File: src/rtl/board_write_arbiter.sv
// Two-port write arbiter for a 9x9 board of 2-bit cells with a row-per-cycle clear engine.
// Latency 1 for grants and writes; a clear holds off all requests for 9 cycles.
module board_write_arbiter (
    input  logic         clk_in,
    input  logic         rst_in,
    input  logic [1:0]   req_in,
    input  logic [7:0]   row_in,
    input  logic [7:0]   col_in,
    input  logic [3:0]   val_in,
    input  logic         clear_in,
    output logic [1:0]   gnt_out,
    output logic [1:0]   err_out,
    output logic         busy_out,
    output logic         done_out,
    output logic [161:0] board_out
);

    typedef enum logic {S_IDLE, S_CLEAR} state_t;

    state_t         state_q, state_d;
    logic [3:0]     row_cnt_q, row_cnt_d;
    logic           last_q, last_d;
    logic [161:0]   board_q, board_d;
    logic [1:0]     gnt_q, gnt_d;
    logic [1:0]     err_q, err_d;
    logic           done_q, done_d;

    logic [1:0]     eff_req;
    logic           win;
    logic [3:0]     sel_row;
    logic [3:0]     sel_col;
    logic [1:0]     sel_val;
    logic           legal;
    logic [7:0]     cell_idx;
    logic [7:0]     row_base;

    // A requester whose grant is currently visible is masked so a held request isn't served twice.
    assign eff_req  = req_in & ~gnt_q;
    assign win      = (eff_req == 2'b11) ? ~last_q : eff_req[1];
    assign sel_row  = win ? row_in[7:4] : row_in[3:0];
    assign sel_col  = win ? col_in[7:4] : col_in[3:0];
    assign sel_val  = win ? val_in[3:2] : val_in[1:0];
    assign legal    = (sel_row <= 4'd8) && (sel_col <= 4'd8) && (sel_val != 2'b11);
    assign cell_idx = 8'(sel_row) * 8'd9 + 8'(sel_col);
    assign row_base = 8'(row_cnt_q) * 8'd18;

    always_ff @(posedge clk_in) begin
        if (rst_in) begin
            state_q   <= S_IDLE;
            row_cnt_q <= '0;
            last_q    <= 1'b1;
            board_q   <= '0;
            gnt_q     <= '0;
            err_q     <= '0;
            done_q    <= 1'b0;
        end else begin
            state_q   <= state_d;
            row_cnt_q <= row_cnt_d;
            last_q    <= last_d;
            board_q   <= board_d;
            gnt_q     <= gnt_d;
            err_q     <= err_d;
            done_q    <= done_d;
        end
    end

    always_comb begin
        state_d = state_q;
        case (state_q)
            S_IDLE:  if (clear_in) state_d = S_CLEAR;
            S_CLEAR: if (row_cnt_q == 4'd8) state_d = S_IDLE;
            default: state_d = S_IDLE;
        endcase
    end

    always_comb begin
        row_cnt_d = row_cnt_q;
        last_d    = last_q;
        board_d   = board_q;
        gnt_d     = '0;
        err_d     = '0;
        done_d    = 1'b0;
        case (state_q)
            S_IDLE: begin
                if (clear_in) begin
                    row_cnt_d = '0;
                end else if (|eff_req) begin
                    gnt_d[win] = 1'b1;
                    last_d     = win;
                    if (legal) board_d[{cell_idx, 1'b0} +: 2] = sel_val;
                    else       err_d[win] = 1'b1;
                end
            end
            S_CLEAR: begin
                board_d[row_base +: 18] = '0;
                if (row_cnt_q == 4'd8) begin
                    done_d    = 1'b1;
                    row_cnt_d = '0;
                end else begin
                    row_cnt_d = row_cnt_q + 4'd1;
                end
            end
            default: ;
        endcase
    end

    assign gnt_out   = gnt_q;
    assign err_out   = err_q;
    assign busy_out  = (state_q == S_CLEAR);
    assign done_out  = done_q;
    assign board_out = board_q;

endmodule

File: config.mk
export PLATFORM = sky130hd
export DESIGN_NAME = board_write_arbiter
export DESIGN_NICKNAME = d
export VERILOG_FILES = /design/src/rtl/board_write_arbiter.sv
export SDC_FILE = /design/constraint.sdc
export NUM_CORES = 1
export LEC_CHECK = 0
export CAP_MARGIN = 10
export CORE_MARGIN = 2
export CORE_UTILIZATION = 57
export DETAILED_ROUTE_END_ITERATION = 8
export PLACE_DENSITY_LB_ADDON = 0.2
export SLEW_MARGIN = 20
export SYNTH_ARGS = -nofsm -noshare
export SYNTH_HDL_FRONTEND = slang
export SYNTH_SLANG_ARGS = --single-unit
File: constraint.sdc
create_clock -name clk_in -period 9.85 [get_ports clk_in]
set_input_delay 1.97 -clock clk_in [delete_from_list [all_inputs] [get_ports clk_in]]
set_output_delay 1.97 -clock clk_in [all_outputs]
set_load 0.05 [all_outputs]
=== Yosys cells after proc, flatten, opt, wreduce, memory -nomap -nowiden ===
Index checks and enable logic that the tools add are counted.

* Add/subtract/negate cells: 4
* Multipliers: 2
* Order comparisons: 4
* Equal/unequal tests: 7
* Shifts and indexed selects: 4
* Mux-type cells: 19
* Bitwise logic cells: 6
* Reduce and logical (&&, ||, !) cells: 9

{| class="wikitable"
|+ Operators with widths
! operator !! count
|-
| 162-bit two-way mux || 3
|-
| 162-bit bitwise mux || 2
|-
| 162-bit case mux with 2 select lines || 1
|-
| 18-bit by 10-bit variable shift with 162-bit output, first input constant || 1
|-
| 2-bit by 11-bit variable shift with 162-bit output, first input constant || 1
|-
| 18-bit by 10-bit indexed part select with 162-bit output, first input constant || 1
|-
| 2-bit by 11-bit indexed part select with 162-bit output || 1
|-
| 4-bit two-way mux || 4
|-
| 9-bit negation with 11-bit output || 1
|-
| 2-bit inequality test, second input constant || 5
|-
| 8-bit negation with 10-bit output || 1
|-
| 8-bit by 4-bit adder with 8-bit output || 1
|-
| 4-bit less-or-equal comparator, second input constant || 2
|-
| 4-bit by 4-bit multiplier with 8-bit output, second input constant || 1
|-
| 4-bit case mux with 2 select lines || 1
|-
| 4-bit by 4-bit multiplier with 7-bit output, second input constant || 1
|-
| 3-bit AND reduction || 2
|-
| 1-bit two-way mux || 5
|-
| 5-bit OR reduction || 1
|-
| 4-bit by 1-bit adder with 4-bit output, second input constant || 1
|-
| 4-bit equality test, second input constant || 1
|-
| 1-bit NOT || 4
|-
| 2-bit OR reduction || 2
|-
| 4-bit OR reduction || 1
|-
| 9 further kinds || 11
|}

* Register bits after elaboration: 173
* Input bits: 25
* Output and inout port bits: 168
* Logic and storage cells: 62

=== Longest topological paths before layout ===
* Depth in word-level cells: 14
* Gate-level depth with buffers: 20
* Depth with buffers taken out: 16

=== Worst setup path before layout ===
No wires, ideal clock.

* Path kind: input to register
* Start point: in req_in[1]
* End point: reg board_q[112], in the netlist board_out[112]
* Arrival: 6.328 ns
* Path slack: 3.398 ns
* Stages on the path: 18
* Cells stage by stage: nor2b_1 > buf_4 > nand2_2 > buf_1 > mux2_2 > ha_1 > ha_1 > fa_1 > clkbuf_1 > nor2_1 > and4bb_2 > o21a_1 > nor2_1 > nand2_1 > a2111oi_0 > nand3_1 > nand3_1 > o21ai_0

* Longest elaborated chain between the ends: 13
* Elaborated cells on any way between the ends: 25
* Those cells by class: add/sub (2); mul (1); order compare (2); eq/ne (4); shift (2); mux (9); bitwise (1); reduce/logical (4)

{| class="wikitable"
|+ Ends and longest elaborated chain
! what !! line !! text
|-
| from (decl) || 6 || <nowiki>input logic [1:0] req_in,</nowiki>
|-
| 2-bit bitwise AND (*) || 38 || <nowiki>assign eff_req = req_in & ~gnt_q;</nowiki>
|-
| 2-bit equality test || 39 || <nowiki>assign win = (eff_req == 2'b11) ? ~last_q : eff_req[1];</nowiki>
|-
| 1-bit two-way mux || 39 ||
|-
| 4-bit two-way mux || 40 || <nowiki>assign sel_row = win ? row_in[7:4] : row_in[3:0];</nowiki>
|-
| 4-bit by 4-bit multiplier with 8-bit output || 44 || <nowiki>assign cell_idx = 8'(sel_row) * 8'd9 + 8'(sel_col);</nowiki>
|-
| 8-bit by 4-bit adder with 8-bit output || 44 ||
|-
| 9-bit negation with 11-bit output || 90 || <nowiki>if (legal) board_d[{cell_idx, 1'b0} +: 2] = sel_val;</nowiki>
|-
| 2-bit by 11-bit indexed part select with 162-bit output or 2-bit by 11-bit variable shift with 162-bit output (tied branches) || 90 ||
|-
| 162-bit bitwise mux || 90 ||
|-
| 162-bit two-way mux || 90 ||
|-
| 162-bit two-way mux || 87 || <nowiki>end else if (|eff_req) begin</nowiki>
|-
| 162-bit two-way mux || 85 || <nowiki>if (clear_in) begin</nowiki>
|-
| 162-bit case mux with 2 select lines || 83 || <nowiki>case (state_q)</nowiki>
|-
| to (signal assigned) || 60 || <nowiki>board_q <= board_d;</nowiki>
|-
| to (decl) || 23 || <nowiki>logic [161:0] board_q, board_d;</nowiki>
|}

Every way passes the cells marked *; elsewhere a longest branch is shown, timed or not. The select of a mux whose other input is x is not followed.
A chain may end at the register's enable or synchronous reset.

=== Final worst setup path ===
* Start point: in req_in[1]
* End point: reg board_q[157], in the netlist board_out[157]

Same word-level chain as after synthesis.

==> impl_metrics.yaml <==
status:
  failed_checks: "design-rule violations"
  outcome: "complete, but fails checks"
power:
  vdd_ir_drop_max_uv: 130
  leakagePower_nw: 4.38
  power_density_nw_per_um2: 172
  total_power_mw: 2.19
sta:
  setup_viol_count_final: 0
  tns_ns: 0
  maxSlewHeadroom: 0.153
  hold_ws_ns: 0.451
  worst_pin_slew_ns: 1.26
  finalCritPeriodShare: 0.805
  period_needed_ns: 7.93
  finalHoldViolations: 0
  rsz0062_at_grt: "no"
  finalClockSkew_ns: 0.0142
  drv_slew: 0
  max_freq_mhz: 126
setup_path:
  critPathKind: "in -> reg"
  cp.required_ns: 10.23
  end_kind: "register"
  crit_family: "simple AND/OR/NAND/NOR gates"
  path_cells: "clkdlybuf4s50_1 > nor2b_1 > nand2_2 > mux2i_1 > inv_1 > ha_1 > ha_1 > ha_1 > o21ai_0 > a2111o_1 > nand3_1 > mux2i_1 > nor2_1 > nor3_1 > nand2_1 > mux2i_1"
  cp_max_fo: 14
  worst_ep_arrival_time_ns: 8.31
  cp-start-kind: "primary input"
  crit_buf_inv: 2
  slowest_delay_ns: 1.05
  cp_slowest_cell: "nor3_1"
layout:
  nets: 1480
  drive_gt1_frac: 0.0745
  area_growth_pct: 27.6
  register_area_um2: 3460
  final_cell_mix: "clkdlybuf4s50_1 (191), nand2_1 (178), dfxtp_1 (173)"
  multi_input_area_um2: 6140
  antennaDiodeCount: 0
  fillers: 1359
  layout.cells.most_common: "clkdlybuf4s50_1"
floorplanning:
  row_count: 48
  die_h_um: 136
  die_width_um: 136
  core_um2: 17200
  start_util: 0.579
  die_area_um2: 18500
  pin_count: 193
logic_synthesis:
  avgSynthCellArea_um2: 7.86
  synthAdderAreaFrac: 0.0234
  synth-simple-area-share: 0.248
  ys.flop_type: "dfxtp_1"
  synth_top_family_by_area: "compound AO/OA/AOI/OAI gates"
  synth-xor-area-share: 0.0213
  ys_types: 92
  yosysWarnings: 0
  synthMuxAreaShare: 0.0403
  synth_compound_area_frac: 0.281
  ys_seq_area_frac: 0.348
  ys_seq_elements: 173
  syn_area_um2: 9940
  async_reset_ff_frac: 0
  synth_edf_count: 0
  syn_nets: 1308
  postSynthCellCount: 1265
detailed_routing:
  drt_wl_total_mm: 44.8
  wl_per_cell_um: 26.8
  first_pass_iters: 9
  num_vias: 12119
  ant_nets: 0
  viasPerCell: 7.24
  drc: 5
  drt_iter0_markers: 2516
placement:
  dp_hpwl_mm: 32.4
  io_buffers: 192
  place.gp.congestion: 1.16
cts:
  path_clk_slew_ns: 0.08
  cts_max_level: 4
  cts_hold_buffers: 0
  cts_sinks: 173
  postCtsSetupRepairBufs: 0
  cts-buffers-inserted: 17
  clock_latency_ns: 0.45
  cts_resized: 0
  root_buffer: "clkbuf_16"
  clk_path_buf_depth: 2
  cts_tree: "built"
global_route:
  grt_pass1_vias: 11446
  grt_max_degree: 50
  globalRouteOverflowTotal: 0
  grt_usage: 0.475
  antenna_found_initial: 1
  grt_first_pass_wirelength_mm: 66.2
flow_run:
  drv_cap: 0
hold_path:
  min_path_type: "reg -> reg"
-- report_power, final --
group	internal, mW	total, mW	switching (mW)
Clock	0.336	0.672	0.335
Sequential	0.701	0.704	0.00299
Combinational	0.183	0.812	0.629
-- area by class of cell --
cell class                 instances  share of cell area
clock buffer                      17              0.0335
tap                              225              0.0222
inverter                          22             0.00661
sequential                       173               0.273
timing repair buffer             221               0.168
multi-input combinational       1002               0.484
clock inverter                    14              0.0119
-- layer usage --
layer  up-vias  wire (um)  GRT usage
met1      5498      15600      0.561
met5         -          0          0
li1       5076          -          -
met4         0       3930      0.308
met2      1145      18900      0.716
met3       400       6390      0.186
-- cells in the mapped netlist, drive strengths merged, types with 19 or more instances --
master | number | area share
a22o | 35 | 0.031
nor3 | 42 | 0.022
dfxtp | 173 | 0.35
nor2 | 138 | 0.054
buf | 21 | 0.011
o2bb2ai | 19 | 0.017
inv | 20 | 0.0076
a21oi | 61 | 0.031
clkbuf | 47 | 0.018
nand2 | 179 | 0.068
o21ai | 109 | 0.055
mux2i | 31 | 0.031
nand3 | 77 | 0.039
nand4 | 31 | 0.020
-- worst paths after layout --
| kind | startpoint | to | slack (ns) | cells past startpoint |
|---|---|---|---|---|
| max | req_in[1] | board_out[157]$_SDFFE_PP0P_ | 1.92 | 16 |
| min | board_out[125]$_SDFFE_PP0P_ | board_out[125]$_SDFFE_PP0P_ | 0.45 | 2 |
| max reg2reg | gnt_out[1]$_SDFF_PP0_ | board_out[157]$_SDFFE_PP0P_ | 3.61 | 15 |
| min reg2reg | board_out[125]$_SDFFE_PP0P_ | board_out[125]$_SDFFE_PP0P_ | 0.45 | 2 |
-- per-stage QoR --
stage	utilization	setup slack, ns	instance area (um^2)	std cells
floorplan	-	3.40	9940	1265
global placement	0.704	1.94	12100	1643
detailed placement	0.704	1.72	12100	1643
CTS	0.738	2.16	12700	1674
global route	0.738	1.59	12700	1674
finish	0.738	1.92	12700	1674
-- flip-flops by register name (all words and copies together), names as in the netlist --
signal	count
busy_out	1
err_out	2
row_cnt_q	4
board_out	162
last_q	1
gnt_out	2
done_out	1
-- kinds of logic (layout without fill, tap and decap cells) --
family / after synthesis / in the layout
AO/OA/AOI/OAI: 396 / 396
XOR/XNOR: 20 / 20
adder cells (fa/ha/maj): 18 / 18
buffers and inverters: 90 / 274
flip-flops: 173 / 173
multiplexers: 39 / 39
AND/OR/NAND/NOR: 529 / 529
-- worst min-delay path, stage by stage (launching register included) --
cell     delay (ns)
dfxtp_1        0.32
nand2_1        0.05
nand2_1        0.04
No activity file was read; power rests on OpenSTA's default activity.
